`src/rtl/rgb565_yuv_conv.sv`:
```
// rtl/rgb565_yuv_conv.sv - two-stage pipelined RGB565 to full-range BT.601 YCbCr converter
module rgb565_yuv_conv (
    input  logic        clk,
    input  logic        rst,
    input  logic        rgb_valid,
    input  logic [15:0] rgb_in,
    output logic [7:0]  y_out,
    output logic [7:0]  u_out,
    output logic [7:0]  v_out,
    output logic        yuv_valid
);
    localparam int LATENCY = 2;

    logic [7:0] r8, g8, b8;
    logic signed [17:0] r_s, g_s, b_s;

    assign r8  = {rgb_in[15:11], rgb_in[15:13]};
    assign g8  = {rgb_in[10:5],  rgb_in[10:9]};
    assign b8  = {rgb_in[4:0],   rgb_in[4:2]};
    assign r_s = signed'({10'd0, r8});
    assign g_s = signed'({10'd0, g8});
    assign b_s = signed'({10'd0, b8});

    logic signed [17:0] p_yr, p_yg, p_yb;
    logic signed [17:0] p_ur, p_ug, p_ub;
    logic signed [17:0] p_vr, p_vg, p_vb;
    logic [LATENCY-1:0] vld_sr;

    always_ff @(posedge clk or posedge rst) begin
        if (rst) begin
            p_yr <= '0; p_yg <= '0; p_yb <= '0;
            p_ur <= '0; p_ug <= '0; p_ub <= '0;
            p_vr <= '0; p_vg <= '0; p_vb <= '0;
        end else begin
            p_yr <= r_s * 18'sd77;
            p_yg <= g_s * 18'sd150;
            p_yb <= b_s * 18'sd29;
            p_ur <= r_s * -18'sd43;
            p_ug <= g_s * -18'sd85;
            p_ub <= b_s * 18'sd128;
            p_vr <= r_s * 18'sd128;
            p_vg <= g_s * -18'sd107;
            p_vb <= b_s * -18'sd21;
        end
    end

    logic signed [19:0] sum_y, sum_u, sum_v;
    logic signed [19:0] res_y, res_u, res_v;

    // Rounding bias is added before the arithmetic shift, so negatives floor.
    always_comb begin
        sum_y = 20'(p_yr) + 20'(p_yg) + 20'(p_yb) + 20'sd128;
        sum_u = 20'(p_ur) + 20'(p_ug) + 20'(p_ub) + 20'sd128;
        sum_v = 20'(p_vr) + 20'(p_vg) + 20'(p_vb) + 20'sd128;
        res_y = sum_y >>> 8;
        res_u = (sum_u >>> 8) + 20'sd128;
        res_v = (sum_v >>> 8) + 20'sd128;
    end

    function automatic logic [7:0] clamp8(input logic signed [19:0] x);
        if (x < 20'sd0)
            return 8'd0;
        else if (x > 20'sd255)
            return 8'd255;
        else
            return x[7:0];
    endfunction

    always_ff @(posedge clk or posedge rst) begin
        if (rst) begin
            y_out <= '0;
            u_out <= '0;
            v_out <= '0;
        end else begin
            y_out <= clamp8(res_y);
            u_out <= clamp8(res_u);
            v_out <= clamp8(res_v);
        end
    end

    always_ff @(posedge clk or posedge rst) begin
        if (rst)
            vld_sr <= '0;
        else
            vld_sr <= {vld_sr[LATENCY-2:0], rgb_valid};
    end

    assign yuv_valid = vld_sr[LATENCY-1];
endmodule

```
`config.mk`:
```
export PLATFORM = sky130hd
export DESIGN_NAME = rgb565_yuv_conv
export DESIGN_NICKNAME = d
export VERILOG_FILES = /design/src/rtl/rgb565_yuv_conv.sv
export SDC_FILE = /design/constraint.sdc
export NUM_CORES = 1
export LEC_CHECK = 0
export CORE_ASPECT_RATIO = 0.8
export CORE_MARGIN = 2
export CORE_UTILIZATION = 38
export DETAILED_ROUTE_END_ITERATION = 16
export RECOVER_POWER = 50
export SLEW_MARGIN = 20
export SYNTH_ARGS = -nofsm -noshare
export SYNTH_HDL_FRONTEND = slang
export SYNTH_SLANG_ARGS = --single-unit
```
`constraint.sdc`:
```
create_clock -name clk -period 4.1 [get_ports clk]
set_clock_uncertainty 0.05 [all_clocks]
set_input_delay 0.41 -clock clk [delete_from_list [all_inputs] [get_ports clk]]
set_output_delay 0.41 -clock clk [all_outputs]
set_load 0.01 [all_outputs]
```
==> results by group <==
Cells and area
  • Layout cells sized above 1: 0.177
  • Final Net Count: 2106
  • Fill count: 3392
  • Final core utilization: 0.474
  • Cell area after layout: 17400 um^2
  • Layout Area Growth over Synthesis: 23.6%
  • Diodes inserted: 0

Die
  • Core area: roughly 37000 um^2
  • Starting Density: 0.384
  • DIE WIDTH: 219 um
  • IO Pins: between 40 and 50
  • Core Rows: 63
  • Die H: 176 um
  • DIE AREA: 38700 um^2

Min path
  • Hold/Removal Path Class: reg -> reg
  • Hold Path Origin: vld_sr[0]

Setup path
  • Worst Setup SP: p_ub[9]
  • Crit path launch type: register
  • Setup crit end kind: register
  • Worst path required time: between 4 and 5 ns
  • Critical path fanouts, max: 8
  • Critical Path AT: 4.56 ns
  • Crit path kind: reg -> reg
  • FF-to-FF setup slack: -0.22 ns
  • Worst r2r src: p_ub[9]

GRT
  • GRT Total Usage: 0.169
  • First-pass GRT wire length: a little over 50 mm
  • Largest net degree at the start of global routing: 77
  • Antenna violations before repair: 3
  • Vias in the first global route: approximately 10000
  • Total congestion overflow: 0

Detailed routing
  • DR DRC count: 0
  • Final wirelength: 30.7 mm
  • Wire per inst: 14.4 um
  • Vias post-DR: between 9000 and 10000
  • Detailed Routing Iterations Pass 1: 6
  • Initial drt markers: 357
  • Final ANT Viol Nets: 0
  • Vias per cell: 4.67

STA
  • Hold Worst Slack: 0.299 ns
  • Worst-Margin Slew: between 2 and 3 ns
  • Slew Viols, Final: 77
  • Fmax: 0.231 GHz
  • Total Neg Setup Slack: -1.67 ns
  • Final-report hold violation count: 0
  • Final worst-path cycle share: 1.05
  • Headroom to the max-slew limit: -0.961
  • Final setup fails: 8
  • RSZ-0062 raised after global routing: yes
  • Post-route worst setup slack: -0.220 ns
  • Post-layout min period: ~4.3 ns

Place
  • HPWL after DPL: roughly 25 mm
  • I/O Buffers: 43
  • Post-DP Area: 16500 um^2
  • Routability Congestion: ~0.87

Synth
  • Synth Cell Area: 14100 um^2
  • Most common cell in the netlist: ha_1
  • Largest area contributor in the netlist: ha_1
  • Distinct cells, synth: 59
  • Syn Nets: 1863
  • Mapped Avg Cell Area: between 10 and 15 um^2
  • Register area share after synthesis: 0.234
  • Syn Inst Count: 1384
  • Most frequent cells after synthesis: ha_1, inv_1, dfrtp_1
  • Post-synthesis async set-or-reset flop share: 1.00
  • EDFF count, synth: 0
  • Yosys warnings: 0
  • Main flop type after synthesis: dfrtp_1
  • Share of the synthesized area in the top cell type: 0.323
  • Synth Register Bits: 132
  • Top post-synthesis cells by area: ha_1, dfrtp_1, fa_1

Clocking
  • TritonCTS buffer count: 17
  • Longest Clk Path Bufs: 2
  • Post-CTS Hold Buffers: 0
  • CTS sink count: 132
  • Htree depth: 4
  • CTS tree: yes
  • Clock Tree Root: clkbuf_16
  • Clock latency on the worst-skew pair: 0.43 ns
  • Clk slew on worst S/H paths: 0.06 ns

Run
  • Max_cap viols: 1

Status
  • Failing checks: capacitance limit, slew limit, setup timing
  • Status: complete, but fails checks
## placed cells by master, fill, tap and decap left out, types with 19 or more instances in the layout
| master | count |
|---|---|
| clkdlybuf4s50_1 | 31 |
| nor2_1 | 33 |
| fa_1 | 93 |
| a21oi_1 | 72 |
| o21bai_1 | 31 |
| a21o_1 | 23 |
| xnor2_1 | 71 |
| dfrtp_1 | 131 |
| inv_1 | 309 |
| buf_4 | 173 |
| ha_1 | 346 |
| xor2_1 | 28 |
| nand2_1 | 30 |
| a21oi_2 | 19 |
## registers in the layout, indices dropped and copies added, names as in the netlist
| register | flops |
|---|---|
| y_out | 8 |
| p_ug | 16 |
| p_ur | 16 |
| u_out | 8 |
| v_out | 8 |
| p_ub | 3 |
| p_vg | 17 |
| p_yr | 12 |
| p_vr | 3 |
| p_yg | 12 |
| p_vb | 15 |
| vld_sr | 2 |
| p_yb | 12 |
## layer usage
metal | share of wire | track usage | vias to the layer above
met4 | 0.0075 | 0.0298 | 0
li1 | - | - | 5050
met2 | 0.43 | 0.257 | 106
met5 | 0 | 0 | -
met1 | 0.54 | 0.252 | 4766
met3 | 0.026 | 0.0286 | 11
## worst max-delay path: stages (launching register included)
cell and delay (ns):
dfrtp_1 0.40, inv_2 0.07, fa_1 0.50, inv_2 0.05
ha_4 0.24, ha_4 0.24, a21o_1 0.17, a31o_2 0.23
a22o_1 0.24, a2111o_1 0.40, and3_4 0.21, nor2_4 0.11
xnor2_2 0.10, ha_4 0.19, a211o_1 0.28, nor3_2 0.10
a311oi_1 0.06, o32a_1 0.20, nor2_4 0.22, a21oi_1 0.10
## cell families after synthesis
| group | count (synthesis) | share of synthesized area |
|---|---|---|
| AO/OA/AOI/OAI | 220 | 0.106 |
| adder cells (fa/ha/maj) | 460 | 0.458 |
| buffers and inverters | 325 | 0.0866 |
| multiplexers | 3 | 0.00213 |
| flip-flops | 132 | 0.234 |
| XOR/XNOR | 102 | 0.0633 |
| AND/OR/NAND/NOR | 142 | 0.0497 |
## final timing paths
kind                             end  cells after the start
setup / recovery            u_out[3]                     19
hold reg to reg            vld_sr[1]                      0
setup reg to reg            u_out[3]                     19
min in group asynchronous    p_ug[7]                      2
max in group asynchronous   y_out[2]                      3
hold / removal             vld_sr[1]                      0
## through the flow
step	std cells	setup slack [ns]
after global routing	2127	-0.400
after global placement	2082	-0.534
after detailed placement	2082	-0.605
after floorplan	1384	-0.0105
after CTS	2120	-0.207
final	2127	-0.220
## cell type report
cell class | count | area, um^2 | share of cell area
clock inverter | 14 | 143 | 0.00817
timing repair buffer | 229 | 1790 | 0.103
sequential | 132 | 3300 | 0.189
multi-input combinational | 927 | 9970 | 0.571
tap | 487 | 609 | 0.0349
clock buffer | 18 | 429 | 0.0246
inverter | 320 | 1200 | 0.0691
## what timing repair did
action | CTS | global route
setup endpoints to repair | 19 | 32
gates resized for setup | 28 | 47
setup buffers | 6 | 7
pin swaps | 14 | 18
Power is not shown: default switching activity piles up to over one toggle a cycle in this logic, so the estimate is an artifact.
